$ cat config.mk
export PLATFORM = sky130hd
export DESIGN_NAME = uart_tx_sched
export DESIGN_NICKNAME = d
export VERILOG_FILES = /design/src/rtl/uart_tx_sched.sv
export SDC_FILE = /design/constraint.sdc
export NUM_CORES = 1
export LEC_CHECK = 0
export CAP_MARGIN = 20
export CELL_PAD_IN_SITES_DETAIL_PLACEMENT = 1
export CELL_PAD_IN_SITES_GLOBAL_PLACEMENT = 1
export CORE_MARGIN = 10
export CORE_UTILIZATION = 32
export CTS_CLUSTER_SIZE = 28
export DETAILED_ROUTE_END_ITERATION = 8
export MAX_ROUTING_LAYER = met4
export PLACE_DENSITY_LB_ADDON = 0.1
export SYNTH_ARGS = -nofsm -noshare
export SYNTH_HDL_FRONTEND = slang
export SYNTH_SLANG_ARGS = --single-unit
$ cat constraint.sdc
create_clock -name clk -period 2.06 [get_ports clk]
set_clock_uncertainty 0.15 [all_clocks]
set_input_delay 0.412 -clock clk [delete_from_list [all_inputs] [get_ports clk]]
set_output_delay 0.412 -clock clk [all_outputs]
set_load 0.01 [all_outputs]
$ cat src/rtl/uart_tx_sched.sv
// Round-robin scheduler sharing one UART_Tx serializer between NREQ byte sources,
// with a post-reset holdoff and an RFN watchdog.
module uart_tx_sched #(
  parameter int NREQ    = 4,
  parameter int CPB     = 1250,
  parameter int HOLDOFF = 12 * CPB,
  parameter int TIMEOUT = 16 * CPB
) (
  input  logic                     clk,
  input  logic                     nRST,
  input  logic [NREQ-1:0]          i_req_valid,
  input  logic [8*NREQ-1:0]        i_req_data,
  output logic [NREQ-1:0]          o_req_ready,
  output logic                     o_nTx_EN,
  output logic [7:0]               o_tx_data,
  input  logic                     i_RFN,
  output logic                     o_busy,
  output logic [$clog2(NREQ)-1:0]  o_grant_id,
  output logic                     o_timeout,
  output logic [1:0]               state_dbg
);

  localparam int IW   = $clog2(NREQ);
  localparam int CMAX = (HOLDOFF > TIMEOUT) ? HOLDOFF : TIMEOUT;
  localparam int CW   = $clog2(CMAX);

  localparam logic [1:0] S_HOLD   = 2'd0;
  localparam logic [1:0] S_IDLE   = 2'd1;
  localparam logic [1:0] S_LAUNCH = 2'd2;
  localparam logic [1:0] S_WAIT   = 2'd3;

  logic [1:0]    state;
  logic [CW-1:0] cnt;
  logic [IW-1:0] rr_ptr;
  logic          found;
  logic [IW-1:0] win;
  logic [IW-1:0] cand;
  int            idx;

  // Search ascending from rr_ptr, wrapping mod NREQ; first valid requester wins.
  always_comb begin
    found = 1'b0;
    win   = '0;
    cand  = '0;
    idx   = 0;
    for (int k = 0; k < NREQ; k++) begin
      idx = int'(rr_ptr) + k;
      if (idx >= NREQ) idx = idx - NREQ;
      cand = IW'(idx);
      if (!found && i_req_valid[cand]) begin
        found = 1'b1;
        win   = cand;
      end
    end
  end

  // Handshake: a byte transfers on the clock edge where i_req_valid[i] & o_req_ready[i];
  // ready is one-hot, only in IDLE, and never depends on a previous cycle's valid.
  always_comb begin
    o_req_ready = '0;
    if (state == S_IDLE && found) o_req_ready[win] = 1'b1;
  end

  assign o_busy    = (state != S_IDLE);
  assign state_dbg = state;

  always_ff @(posedge clk or negedge nRST) begin
    if (!nRST) begin
      state      <= S_HOLD;
      cnt        <= '0;
      rr_ptr     <= '0;
      o_nTx_EN   <= 1'b1;
      o_tx_data  <= 8'h00;
      o_grant_id <= '0;
      o_timeout  <= 1'b0;
    end else begin
      o_timeout <= 1'b0;
      case (state)
        S_HOLD: begin
          // RFN ignored here: the unreset UART_Tx may still be finishing a frame.
          if (cnt == CW'(HOLDOFF - 1)) begin
            cnt   <= '0;
            state <= S_IDLE;
          end else begin
            cnt <= cnt + 1'b1;
          end
        end
        S_IDLE: begin
          if (found) begin
            o_tx_data  <= i_req_data[{win, 3'b000} +: 8];
            o_grant_id <= win;
            rr_ptr     <= (win == IW'(NREQ - 1)) ? '0 : win + 1'b1;
            o_nTx_EN   <= 1'b0;
            state      <= S_LAUNCH;
          end
        end
        S_LAUNCH: begin
          o_nTx_EN <= 1'b1;
          cnt      <= '0;
          state    <= S_WAIT;
        end
        S_WAIT: begin
          if (i_RFN) begin
            cnt   <= '0;
            state <= S_IDLE;
          end else if (cnt == CW'(TIMEOUT - 1)) begin
            cnt       <= '0;
            o_timeout <= 1'b1;
            state     <= S_IDLE;
          end else begin
            cnt <= cnt + 1'b1;
          end
        end
        default: state <= S_HOLD;
      endcase
    end
  end

endmodule

Word-level counts from Yosys, hierarchy flattened
Index checks and enable logic that the tools add are counted.
Cells by class
  reduce and logical (&&, ||, !) cells: 14
  shift-type cells: 1
  eq/ne operators: 10
  mux-type cells: 38
  order comparisons: 10
  $add $sub $neg: 9
Operators by type and width (count)
  two-way mux 15 bit: 3
  one-hot mux 15 bit (3 select lines): 1
  variable part select 32 x 6 -> 8 bit: 1
  two-way mux 2 bit: 13
  adder 15 x 1 -> 15 bit, second input constant: 1
  equality test 15 x 14 -> 1 bit, second input constant: 1
  equality test 15 bit, second input constant: 1
  less-than comparator 2 x 3 -> 1 bit, second input constant: 5
  two-way mux 1 bit: 13
  greater-or-equal comparator 3 bit, second input constant: 3
  binary-select mux 1 bit (select 2 bit): 4
  one-hot mux 2 bit (4 select lines): 1
  subtractor 2 x 1 -> 2 bit, second input constant: 4
  adder 2 x 2 -> 3 bit, second input constant: 2
  equality test 2 bit, second input constant: 3
  logical AND 1 bit: 5
  two-way mux 4 bit: 1
  != test 2 bit, second input constant: 2
  AND reduction 2 bit: 2
  adder 2 x 1 -> 3 bit, second input constant: 1
  greater-or-equal comparator 2 x 3 -> 1 bit, second input constant: 1
  zero test 1 bit: 3
  != test 3 bit, second input constant: 1
  AND reduction 3 bit: 1
  other kinds (9): 9
Word-level totals
  logic and storage cells: 89
  register bits after elaboration: 31

Logic depth before layout (Yosys ltp)
Gate-level depths: netlist (run 1).
  depth in word-level cells: 19
  gate-level depth with buffers: 9
  mapped depth without buffers: 7

Worst setup path after synthesis (run 1)
OpenSTA, ideal clock, no wires.
  path kind: register -> output
  from: register rr_ptr[1]
  to: output o_req_ready[2]
  path buffers: 3
  slack: -0.140 ns
  required time: 1.498 ns
  cell stages (with the launch flop): 10
  data arrival time: 1.638 ns
  path through: dfrtp_1 > nand2b_4 > a21o_1 > buf_6 > and2_4 > buf_12 > buf_12 > inv_1 > ha_1 > and2_1
Between the ends
  cells in the longest elaborated chain, start to end: 19
RTL lines
  start, declared: RTL line 34  | logic [IW-1:0] rr_ptr;
  start signal, assigned: RTL line 92  | rr_ptr <= (win == IW'(NREQ - 1)) ? '0 : win + 1'b1;
  branches (longest 13 deep; another with adder 2 x 1 -> 3 bit)
  two-way mux 2 bit *: RTL line 50  | if (!found && i_req_valid[cand]) begin
  via win[0]: RTL line 36  | logic [IW-1:0] win;
  less-than comparator 2 x 3 -> 1 bit (not written as such) or greater-or-equal comparator 2 x 1 -> 1 bit (tied branches): RTL line 61  | if (state == S_IDLE && found) o_req_ready[win] = 1'b1;
  logical AND 1 bit (not written as such): RTL line 61
  two-way mux 1 bit (not written as such): RTL line 61
  demux 1 bit (select 2 bit) *: RTL line 61
  two-way mux 4 bit *: RTL line 61
  end, declared: RTL line 13  | output logic [NREQ-1:0] o_req_ready,
Mark *: on every way through the listed nets, which the timed path passes. The select of a mux whose other input is x is not followed.

Worst setup path in the final report (run 1)
  from: register rr_ptr[1]
  to: output o_req_ready[1]
Between the ends
  cells in the longest elaborated chain, start to end: 19
RTL lines (RTL line)
  branches (longest 18 deep; another with adder 2 x 1 -> 3 bit)
  two-way mux 4 bit *: 61
Every way passes the cells marked *. The select of a mux whose other input is x is not followed.

==> results of run 1 <==
[critical path, delay by kind of cell, from the launching register on]
family	cells	cell delay, ps
flip-flops	1	480
buffers and inverters	2	240
AO/OA/AOI/OAI	1	190
adder cells (fa/ha/maj)	1	140
AND/OR/NAND/NOR	3	490
[worst min path at each step]
| stage | from | end | slack, ps | cells after the start |
|---|---|---|---|---|
| global route | o_grant_id[1] | o_grant_id[1] | 390 | 2 |
| global placement | o_grant_id[1] | o_grant_id[1] | 320 | 2 |
| floorplan | nRST | cnt[0] | -30 | 0 |
| detailed placement | o_grant_id[1] | o_grant_id[1] | 330 | 2 |
| finish | o_grant_id[1] | o_grant_id[1] | 350 | 2 |
| CTS | o_grant_id[1] | o_grant_id[1] | 350 | 2 |
[cell usage after synthesis (2+ instances only)]
| library cell | number | area [um2] |
|---|---|---|
| nand2_1 | 36 | 135 |
| dfrtp_1 | 30 | 751 |
| nor2_1 | 19 | 71.3 |
| a21oi_1 | 11 | 55.1 |
| ha_1 | 9 | 113 |
| mux2i_1 | 9 | 90.1 |
| a221oi_1 | 8 | 70.1 |
| a221oi_2 | 8 | 120 |
| o21ai_1 | 8 | 40.0 |
| inv_1 | 7 | 26.3 |
| and2_1 | 6 | 37.5 |
| nand4_1 | 6 | 37.5 |
| xnor2_1 | 5 | 43.8 |
| xor2_1 | 5 | 43.8 |
| buf_2 | 4 | 20.0 |
| nor3b_1 | 4 | 30.0 |
| a22o_1 | 3 | 26.3 |
| buf_4 | 3 | 22.5 |
| nand2b_1 | 3 | 18.8 |
| nand3_1 | 3 | 15.0 |
| nor2b_1 | 3 | 18.8 |
| o21ai_0 | 3 | 15.0 |
| a21o_1 | 2 | 15.0 |
| and3b_1 | 2 | 17.5 |
| and4b_1 | 2 | 20.0 |
| buf_12 | 2 | 40.0 |
| buf_6 | 2 | 22.5 |
| mux2_2 | 2 | 22.5 |
[power by group]
group,leakage [nW],total [mW],internal [mW],switching [mW]
Combinational,1.02,0.205,0.112,0.0928
Sequential,0.412,0.608,0.608,0
Clock,0.0412,0.481,0.236,0.244
Total,1.47,1.29,0.957,0.337
[state kept, by name, indices dropped and copies added, names as in the netlist]
signal,flops
cnt,15
o_tx_data,8
o_grant_id,2
o_timeout,1
o_nTx_EN,1
rr_ptr,2
state_dbg,2
[final cells by class]
type | count | share of cell area (%)
Sequential cell | 31 | 22.9
Multi-Input combinational cell | 174 | 41.1
Clock inverter | 2 | 0.368
Tap cell | 77 | 2.83
Inverter | 7 | 1.07
Timing Repair Buffer | 109 | 29.6
Clock buffer | 6 | 2.13
[routing by layer]
layer  part of all wire (%)  global-route usage (%)  vias to the layer above
li1                       -                       -                     1018
met1                     48                    18.3                      992
met2                     49                    20.5                       33
met3                    2.6                    2.72                        4
met4                   0.42                    2.64                        0
met5                      0                       -                        -
[cell families (layout without fill, tap and decap cells)]
| logic type | Yosys count | after routing | synth area share [%] |
|---|---|---|---|
| compound gates | 51 | 51 | 19.5 |
| xor+xnor | 10 | 10 | 4.10 |
| fa+ha+maj | 9 | 9 | 5.28 |
| buf+inv | 20 | 124 | 7.15 |
| flops | 31 | 31 | 36.4 |
| mux | 11 | 11 | 5.28 |
| simple gates | 93 | 93 | 22.3 |
[metrics by stage]
| stage | utilization (%) | instance area, um2 |
|---|---|---|
| after CTS | 51.1 | 3280 |
| final | 53.0 | 3400 |
| after global routing | 53.0 | 3400 |
| after floorplan | - | 2200 |
| after global placement | 47.7 | 3060 |
| after detailed placement | 47.7 | 3060 |
[repair_timing]
| item | 4_1_cts | 5_1_grt |
|---|---|---|
| setup endpoints to repair | 17 | 28 |
| buffers inserted | 10 | 9 |
| pin swaps | 5 | 11 |
| gates resized for setup | 44 | 14 |
==> impl_metrics.toml, run 1 <==
[clock_tree]
numCtsBuffers = 5
ctsHoldBuffers = 0
clock_latency_ps = 280
clock_tree.buffer_depth = 2
path_clk_slew_ps = 70
cts_tree = "done"
cts_root_buf = "clkbuf_8"
htreeDepth = 2
clock_sinks = 31

[worst_setup_path]
reg2reg_depth = 7
required_ps = 1500
reg2reg_from = "rr_ptr[1]"
crit_path_max_fanout = 6
cp-start-kind = "register"
crit_type = "reg2out"
cp_slowest_stage_delay_ps = 480
cp.arrival_ps = 1810
cp-end-kind = "output port"
ff2ff_setup_slack_ps = -30
crit_end = "o_req_ready[1]"
path_cells = "nand2b_4, a21o_1, and2_4, buf_6, ha_4, and2_4, buf_6"
crit-reg2reg-capture = "o_tx_data[3]"
slowest_stage = "dfrtp_2"
startpoint = "rr_ptr[1]"

[sta]
hold_slack_ps = 348
max_freq_mhz = 421
finalCritPeriodShare_pct = 115
setup_ws_ps = -316
finalSetupViolations = 10
slew_headroom_pct = 70.6
period_minus_slack_ps = 2380
maxSlewViolCount = 0
rsz0062_at_grt = "true"
hold_violations = 0
max_slew.worst_pin.slew_ps = 441
fin_setup_tns_ps = -1320

[global_routing]
grt_pass1_wl_um = 10900
grt_usage_pct = 13.6
antenna_found_initial = 0
grt_max_degree = 32
grt_pass1_vias = 2157
overflow = 0

[detailed_routing]
wl_per_cell_um = 17.1
vias_per_cell = 5.04
dr_total_vias = 2047
drc = 0
ant_nets = 0
drt_iter0_drc = 70
firstDrtPassIters = 3
wirelength_um = 6960

[synthesis]
async_flop_share_pct = 100
synth-edff-count = 0
syn-instance-count = 225
synthFlopType = "dfrtp_1"
synth_cell_types = 48
synth_area_um2 = 2130
synth_warnings = 0
ys_seq_elements = 31
syn_avg_cell_area_um2 = 9.49
mappedNetlistNets = 273
yosysSeqAreaShare_pct = 36.4

[layout]
instances_no_fill = 406
nNetsFinal = 376
drive_gt1_share_pct = 34.3
layout_common_cells = "clkdlybuf4s50_1, buf_4, nand2_1"
multiInputGateArea_um2 = 1400
layout_commonest_cell = "clkdlybuf4s50_1"
nFillCells = 750
area_delta_synth_final_pct = 59.3
seqCellArea_um2 = 779
diodes = 0

[floorplanning]
die_w_um = 102
fp-row-count = 29
die_y_um = 102
io_pins = 58
dieArea_um2 = 10300
core_um2 = 6420
initial_core_util_pct = 33.2

[min_path]
min_path_type = "reg2reg"

[job]
maxCapViolCount = 0

[placed_design]
io_buffers = 57
globalplace.congestion = 0.837
dpl.hpwl_um = 4990
place_ws_ps = -923
dp.cells = 385

[power]
finalPower_mw = 1.29
vdd_drop_max_uv = 286
power_density_nw_per_um2 = 380
p_leak_nw = 1.47

[outcome]
violations = "setup timing"
status = "finished, violations left"
(Power assumes the default switching activity.)
==> inputs of run 2 (changes only) <==
--- a/config.mk
+++ b/config.mk
@@ -12,6 +12,7 @@
 export CORE_UTILIZATION = 32
 export CTS_CLUSTER_SIZE = 28
 export DETAILED_ROUTE_END_ITERATION = 8
+export HOLD_SLACK_MARGIN = 0.03
 export MAX_ROUTING_LAYER = met4
 export PLACE_DENSITY_LB_ADDON = 0.1
 export SYNTH_ARGS = -nofsm -noshare
==> results of run 2 <==
Same layout as run 1: the final DEF is identical, and so are final timing and power.
==> inputs of run 3 (changes only) <==
--- a/config.mk
+++ b/config.mk
@@ -8,9 +8,8 @@
 export CAP_MARGIN = 20
 export CELL_PAD_IN_SITES_DETAIL_PLACEMENT = 1
 export CELL_PAD_IN_SITES_GLOBAL_PLACEMENT = 1
-export CORE_MARGIN = 10
+export CORE_MARGIN = 2
 export CORE_UTILIZATION = 32
-export CTS_CLUSTER_SIZE = 28
 export DETAILED_ROUTE_END_ITERATION = 8
 export HOLD_SLACK_MARGIN = 0.03
 export MAX_ROUTING_LAYER = met4
==> run 3 against run 2 <==
The flow still finishes with violations (setup timing). Utilization shrank 2.1 points. Combinational power decreased by 13%. Die area down 29%.
==> impl_metrics.toml, run 3 (synthesis gave the netlist of run 1 again) <==
[min_path]
hp-start = "o_grant_id[1]"
min_path_type = "reg2reg"

[detailed_routing]
dr_total_vias = 2020
wirelength_um = 6220
drt_iter0_drc = 77
wl_per_cell_um = 15.5
firstDrtPassIters = 4
drc = 0
ant_nets = 0
vias_per_cell = 5.05

[clock_tree]
htreeDepth = 2
clock_latency_ps = 290
numCtsBuffers = 5
clock_tree.buffer_depth = 2
cts_root_buf = "clkbuf_8"
clock_sinks = 31
path_clk_slew_ps = 70
cts_tree = "done"

[worst_setup_path]
crit_type = "reg2out"
crit_path_max_fanout = 3
reg2reg_from = "rr_ptr[1]"
cp.arrival_ps = 1780
cp-end-kind = "output port"
cp_slowest_stage_delay_ps = 440
cpMostUsedCell = "buf_6"
critPathBufInv = 3
slowest_stage = "dfrtp_2"
required_ps = 1500
crit_family = "flip-flops"
startpoint = "rr_ptr[0]"
path_cells = "buf_6, mux2i_1, a2bb2oi_2, and2_4, buf_6, ha_4, and2_4, buf_6"
cp-start-kind = "register"

[placed_design]
io_buffers = 57
dp.cells = 386
globalplace.congestion = 0.827
dpl.hpwl_um = 4590

[global_routing]
overflow = 0
grt_usage_pct = 18.4
grt_pass1_vias = 2093
grt_max_degree = 32
antenna_found_initial = 0
grt_pass1_wl_um = 10300

[sta]
hold_slack_ps = 350
max_freq_mhz = 426
finalSetupViolations = 11
rsz0062_at_grt = "true"
maxSlewViolCount = 0
setup_ws_ps = -285
slew_headroom_pct = 71.4
max_slew.worst_pin.slew_ps = 429
finalCritPeriodShare_pct = 114
fin_setup_tns_ps = -1140
period_minus_slack_ps = 2350
hold_violations = 0

[power]
power_density_nw_per_um2 = 394
p_leak_nw = 1.40
finalPower_mw = 1.28
vdd_drop_max_uv = 211

[floorplanning]
io_pins = 58
die_y_um = 85.7
dieArea_um2 = 7340
fp-row-count = 29
core_um2 = 6390
die_w_um = 85.7
initial_core_util_pct = 33.4

[layout]
top_register = "cnt"
instances_no_fill = 400
layout_commonest_cell = "clkdlybuf4s50_1"
layout_common_cells = "clkdlybuf4s50_1, buf_4, nand2_1"
drive_gt1_share_pct = 29.1
largest_register_ffs = 15
area_delta_synth_final_pct = 52.1
nNetsFinal = 370
diodes = 0
reg_top3 = "cnt (15), o_tx_data (8)"

[job]
maxCapViolCount = 0

[outcome]
violations = "setup timing"
status = "finished, violations left"
[run 3: final cells by class]
type                       instances  area, um2
multi-input combinational        174       1300
fill                             733       3140
clock inverter                     3       20.0
inverter                           7       36.3
timing repair buffer             103        946
tap                               77       96.3
sequential                        31        779
clock buffer                       5       68.8
[run 3: path summary, 6_finish.rpt]
check / to / slack [ps] / cells after the start
hold reg to reg: o_grant_id[1] / 350 / 2
min in group asynchronous: cnt[5] / 380 / 2
max in group asynchronous: o_nTx_EN / 1040 / 2
setup reg to reg: o_tx_data[3] / 60 / 7
hold / removal: o_grant_id[1] / 350 / 2
setup / recovery: o_req_ready[1] / -290 / 8
[run 3: power by group]
group | internal (mW) | switching [mW] | leakage, nW
Sequential | 0.608 | 0 | 0.412
Clock | 0.235 | 0.257 | 0.0402
Combinational | 0.0997 | 0.0796 | 0.950
[run 3: timing repair]
item	4_1_cts	5_1_grt
hold buffers	0	0
setup buffers	2	4
resized for setup	28	11
setup endpoints to repair	17	27
endpoints found under the hold margin	0	0
pin swaps	4	5
[run 3: worst register-to-register path, cell delays in order, from the launching register on]
cell and delay (ps):
dfrtp_2 460, mux2i_1 150, a2bb2oi_2 150, and2_4 220, buf_6 120, buf_4 290, mux2i_1 260, o21ai_1 80
[run 3: stage by stage]
| stage | worst slack (ps) | util (%) | cell area [um2] |
|---|---|---|---|
| after detailed placement | -963 | 47.9 | 3060 |
| after floorplan | -70.1 | - | 2200 |
| final | -285 | 50.8 | 3250 |
| after CTS | -332 | 49.7 | 3170 |
| after global placement | -884 | 47.9 | 3060 |
| after global routing | -343 | 50.8 | 3250 |
[run 3: routing by layer]
| metal | vias to the layer above | track usage [%] | wire [um] |
|---|---|---|---|
| met5 | - | - | 0 |
| met4 | 0 | 4.76 | 63 |
| li1 | 1001 | - | - |
| met1 | 960 | 25.0 | 2920 |
| met2 | 52 | 28.1 | 2950 |
| met3 | 7 | 3.46 | 290 |
